===== src/rtl/counter_sequencer.sv =====
// Run controller for a prescaled up-counter: holds the run configuration and
// sequences IDLE/RUN/HOLD/DONE, emitting the count, busy, done and cfg_err.
module counter_sequencer #(
  parameter int WIDTH      = 8,
  parameter int PRESCALE_W = 4
) (
  input  logic                  clk,
  input  logic                  reset,
  input  logic                  cfg_we,
  input  logic [WIDTH-1:0]      cfg_limit,
  input  logic [PRESCALE_W-1:0] cfg_prescale,
  input  logic                  cfg_periodic,
  input  logic                  start,
  input  logic                  stop,
  input  logic                  hold,
  output logic [WIDTH-1:0]      count,
  output logic                  busy,
  output logic                  done,
  output logic                  cfg_err
);

  typedef enum logic [1:0] {IDLE, RUN, HOLD, DONE} state_t;

  state_t                state_q, state_d;
  logic [WIDTH-1:0]      count_q, count_d;
  logic [WIDTH-1:0]      limit_q, limit_d;
  logic [PRESCALE_W-1:0] prescale_q, prescale_d;
  logic [PRESCALE_W-1:0] psc_q, psc_d;
  logic                  periodic_q, periodic_d;
  logic                  busy_q, busy_d;
  logic                  done_q, done_d;
  logic                  err_q, err_d;
  logic                  cfg_open;

  assign cfg_open = (state_q == IDLE) || (state_q == DONE);

  always_comb begin
    state_d    = state_q;
    count_d    = count_q;
    limit_d    = limit_q;
    prescale_d = prescale_q;
    psc_d      = psc_q;
    periodic_d = periodic_q;
    done_d     = 1'b0;
    err_d      = 1'b0;

    if (stop) begin
      state_d = IDLE;
      count_d = '0;
      psc_d   = '0;
    end else begin
      // A rejected write mid-run only flags the error; counting carries on.
      if (cfg_we) begin
        if (cfg_open) begin
          limit_d    = cfg_limit;
          prescale_d = cfg_prescale;
          periodic_d = cfg_periodic;
        end else begin
          err_d = 1'b1;
        end
      end

      if (start) begin
        state_d = RUN;
        count_d = '0;
        psc_d   = '0;
      end else begin
        case (state_q)
          RUN: begin
            if (hold) begin
              state_d = HOLD;
            end else if (psc_q == prescale_q) begin
              psc_d = '0;
              // Terminal check precedes the increment, so count never passes the limit.
              if (count_q == limit_q) begin
                done_d = 1'b1;
                if (periodic_q) count_d = '0;
                else            state_d = DONE;
              end else begin
                count_d = count_q + WIDTH'(1);
              end
            end else begin
              psc_d = psc_q + PRESCALE_W'(1);
            end
          end
          HOLD: begin
            if (!hold) state_d = RUN;
          end
          default: ;
        endcase
      end
    end

    busy_d = (state_d == RUN) || (state_d == HOLD);
  end

  always_ff @(posedge clk or negedge reset) begin
    if (!reset) begin
      state_q    <= IDLE;
      count_q    <= '0;
      limit_q    <= '1;
      prescale_q <= '0;
      psc_q      <= '0;
      periodic_q <= 1'b0;
      busy_q     <= 1'b0;
      done_q     <= 1'b0;
      err_q      <= 1'b0;
    end else begin
      state_q    <= state_d;
      count_q    <= count_d;
      limit_q    <= limit_d;
      prescale_q <= prescale_d;
      psc_q      <= psc_d;
      periodic_q <= periodic_d;
      busy_q     <= busy_d;
      done_q     <= done_d;
      err_q      <= err_d;
    end
  end

  assign count   = count_q;
  assign busy    = busy_q;
  assign done    = done_q;
  assign cfg_err = err_q;

endmodule


===== config.mk =====
export PLATFORM = sky130hd
export DESIGN_NAME = counter_sequencer
export DESIGN_NICKNAME = d
export VERILOG_FILES = /design/src/rtl/counter_sequencer.sv
export SDC_FILE = /design/constraint.sdc
export NUM_CORES = 1
export LEC_CHECK = 0
export ABC_CLOCK_PERIOD_IN_PS = 2760
export BUFFER_PORTS_ARGS = -buffer_cell sky130_fd_sc_hd__buf_2
export CORE_UTILIZATION = 50
export CTS_CLUSTER_SIZE = 28
export DETAILED_ROUTE_END_ITERATION = 6
export GPL_ROUTABILITY_DRIVEN = 0
export PLACE_DENSITY = 0.83
export REMOVE_ABC_BUFFERS = 1
export SKIP_LAST_GASP = 1
export SYNTH_ARGS = -nofsm -noshare
export SYNTH_HDL_FRONTEND = slang
export SYNTH_SLANG_ARGS = --single-unit

===== constraint.sdc =====
create_clock -name clk -period 2.76 [get_ports clk]
set_clock_uncertainty 0.15 [all_clocks]
set_input_delay 0.276 -clock clk [delete_from_list [all_inputs] [get_ports clk]]
set_output_delay 0.276 -clock clk [all_outputs]
set_load 0.03 [all_outputs]

==> out/results.tsv <==
stage	metric	value	unit
status	status	completed	
power_and_ir_drop	p_leak	0.845	nW
power_and_ir_drop	clkPwrFrac	32.3	%
synthesis	synth_top_family_by_area	simple AND/OR/NAND/NOR gates	
run	maxCapViolCount	0	
sta	setup_viol	0	
detailed_routing	vias	1216	
grt	grt_pass1_wl	5560	um
floorplan	die_x	58.3	um
sta	relSlewSlack	55.8	%
power_and_ir_drop	ir_worst_vdd	0.000314	V
cells_and_area	nets	198	
worst_setup_path	critPathLaunchType	flop	
synthesis	synth-compound-area-share	14.2	%
detailed_routing	drc	0	
synthesis	synth.area.top_cells	dfrtp_1 (35%), dfstp_2 (13%), mux2_2 (9.2%)	
sta	fin_crit_sh	78.1	%
synthesis	synth_cell_types	35	
sta	fmax	464	MHz
worst_setup_path	slowest_delay	0.62	ns
worst_setup_path	critPathSlowestCell	a2111oi_4	
synthesis	syn-cell-area	1590	um2
clocking	clk_path_buf_depth	2	
floorplan	die_area	3400	um2
synthesis	synth_xor_area_share	7.18	%
clocking	cts_sinks	30	
clocking	clk_latency	0.34	ns
worst_setup_path	rr_startpoint	psc_q[1]	
power_and_ir_drop	seqPwrFrac	51.4	%
power_and_ir_drop	p_comb_share	16.4	%
grt	grt_start_max_net_pins	31	
synthesis	synth-adder-area-share	3.16	%
grt	grt_overflow	0	
worst_setup_path	worstPathRequired	2.88	ns
cells_and_area	drive_above_1_share	38.1	%
worst_setup_path	end_kind	flop	
cells_and_area	diodes	0	
sta	slew_violations	0	
sta	setup_tns	0	ns
grt	grt_usage	22.4	%
detailed_routing	dr.pass1.iters	4	
synthesis	synth_commonest_cells	dfrtp_1 (22), mux2_2 (13), a21oi_1 (12)	
clocking	post_cts_resized	0	
synthesis	synth_mux_area_share	9.23	%
floorplan	io_pins	30	
clocking	root_buffer	clkbuf_4	
detailed_routing	wirelength	3320	um
detailed_routing	wl_per_cell	15.1	um
power_and_ir_drop	p_switching	0.269	mW
cells_and_area	num-fill-cells	257	
placement	hpwl	2460	um
synthesis	synth_top_area_share	34.7	%
power_and_ir_drop	internal_power	0.746	mW
cells_and_area	final_area	1860	um2
worst_setup_path	worstPathArrival	2.28	ns
synthesis	ys_seq_area_share	48.0	%
detailed_routing	drt_iter0_markers	48	
grt	grt_pass1_vias	1260	
floorplan	core-area	3030	um2
synthesis	synth_edf_count	0	
floorplan	initial_utilization	52.4	%
synthesis	syn_avg_cell_area	11.2	um2
synthesis	synthArstFlopShare	100	%
min_path	hold_class	in -> reg	
cells_and_area	syn2layout_area_growth	17.0	%
worst_setup_path	cp-startpoint	psc_q[1]	
clocking	cts_tree	yes	
synthesis	synthCells	141	
detailed_routing	via_per_inst	5.53	
synthesis	synthSimpleGateAreaFrac	15.2	%
sta	min_period	2.16	ns
min_path	holdCritStartpoint	cfg_limit[0]	
floorplan	fp.dieH	58.3	um
power_and_ir_drop	cellPowerDensity	547	nW/um2
power_and_ir_drop	power_switching_share	26.5	%
worst_setup_path	crit_fanout	8	
synthesis	synth_seq_cells	30	
synthesis	synth.most_common_cell	dfrtp_1	
worst_setup_path	path_class	reg -> reg	
clocking	h-tree-depth	2	
detailed_routing	antenna_left	0	
worst_setup_path	path_cells	xnor2_1, nand4_1, a2111oi_4, a41oi_1, a31oi_1	
grt	antenna_found_initial	0	
synthesis	yosys.area.top_type	dfrtp_1	
clocking	clkTransAtPathRegs	0.10	ns
placement	placed_cell_area	1770	um2
synthesis	synth_warnings	0	
sta	hold_viol	0	
synthesis	synthFlopType	dfrtp_1	
sta	worstMarginPinSlew	0.663	ns
floorplan	rows	20	
sta	rsz0062_at_grt	no	
placement	portBuffers	29	
clocking	cts_buffers	5	
## power groups by stage
stage	logic (mW)	registers, mW	clock network (mW)
6_report	0.166	0.521	0.327
5_1_grt	0.182	0.527	0.355
4_1_cts	0.167	0.522	0.337
3_5_place_dp	0.166	0.531	0
3_3_place_gp	0.155	0.527	0
2_1_floorplan	0.119	0.526	0
## area by class of cell
cell class / count / area, um2 / share of cell area, %
multi-input cells: 100 / 776 / 41.8
well taps: 44 / 55.1 / 2.97
repair buffers: 30 / 155 / 8.36
inverters: 8 / 30.0 / 1.62
clock buffers: 8 / 78.8 / 4.25
flip-flops and latches: 30 / 761 / 41.0
## path summary, 6_finish.rpt
check / endpoint / slack (ns) / depth (start not counted)
setup / recovery: count[6] / 0.60 / 5
min in group asynchronous: count[2] / 0.34 / 2
hold / removal: limit_q[0] / 0.02 / 2
setup reg to reg: count[6] / 0.60 / 5
max in group asynchronous: prescale_q[3] / 1.67 / 2
hold reg to reg: periodic_q / 0.37 / 1
## worst max-delay path: cells and delay by family, from the launching register on
kind / cells / cell delay (ns)
DFF: 1 / 0.43
AOI/OAI and AO/OA: 3 / 0.98
and+or+nand+nor: 1 / 0.29
xor gates and xnor gates: 1 / 0.24
## layer usage
layer  track usage [%]  part of all wire, %  vias up
li1                  -                    -      580
met5                 0                    0        -
met3              5.49                  3.9       10
met2              37.4                   50       30
met1              26.2                   44      596
met4              13.6                  2.5        0
## sequential cells by signal, summed over array words and instances, names as in the netlist
signal / count
count: 8
limit_q: 8
prescale_q: 4
psc_q: 4
state_q: 2
busy: 1
cfg_err: 1
done: 1
periodic_q: 1
## metrics by stage
step / instances / power (mW) / hold slack (ns) / setup WS, ns / util [%]
floorplan: 138 / 0.645 / -0.170 / 0.776 / -
global placement: 211 / 0.683 / 0.176 / 0.743 / 58.3
detailed placement: 211 / 0.696 / 0.192 / 0.652 / 58.3
CTS: 220 / 1.03 / 0.00551 / 0.609 / 61.3
global route: 220 / 1.06 / 0.0119 / 0.376 / 61.3
finish: 220 / 1.01 / 0.0203 / 0.604 / 61.3
## placed cells by master (no fill, tap or decap), drive strengths merged, types with 2 or more instances in the layout
master  instances
buf            29
dfrtp          22
mux2           13
a21oi          12
xor2            9
nand2           9
inv             8
dfstp           8
clkbuf          8
nand3           7
nor2            6
a31oi           6
xnor2           4
ha              4
and3            3
nand3b          3
o21ai           3
nor4            3
a211o           2
a41oi           2
nand4           2
a211oi          2
## kinds of logic (layout without fill, tap and decap cells)
| group | count (synthesis) | after routing |
|---|---|---|
| AOI/OAI and AO/OA | 31 | 31 |
| muxes | 13 | 13 |
| xor gates and xnor gates | 13 | 13 |
| buffers and inverters | 11 | 46 |
| adders and majority gates | 4 | 4 |
| and+or+nand+nor | 39 | 39 |
| DFF | 30 | 30 |
## timing repair
action                    CTS  global route
hold buffers                1             0
setup buffers               0             0
hold endpoints to repair   22             0
No activity file was read; power rests on OpenSTA's default activity.
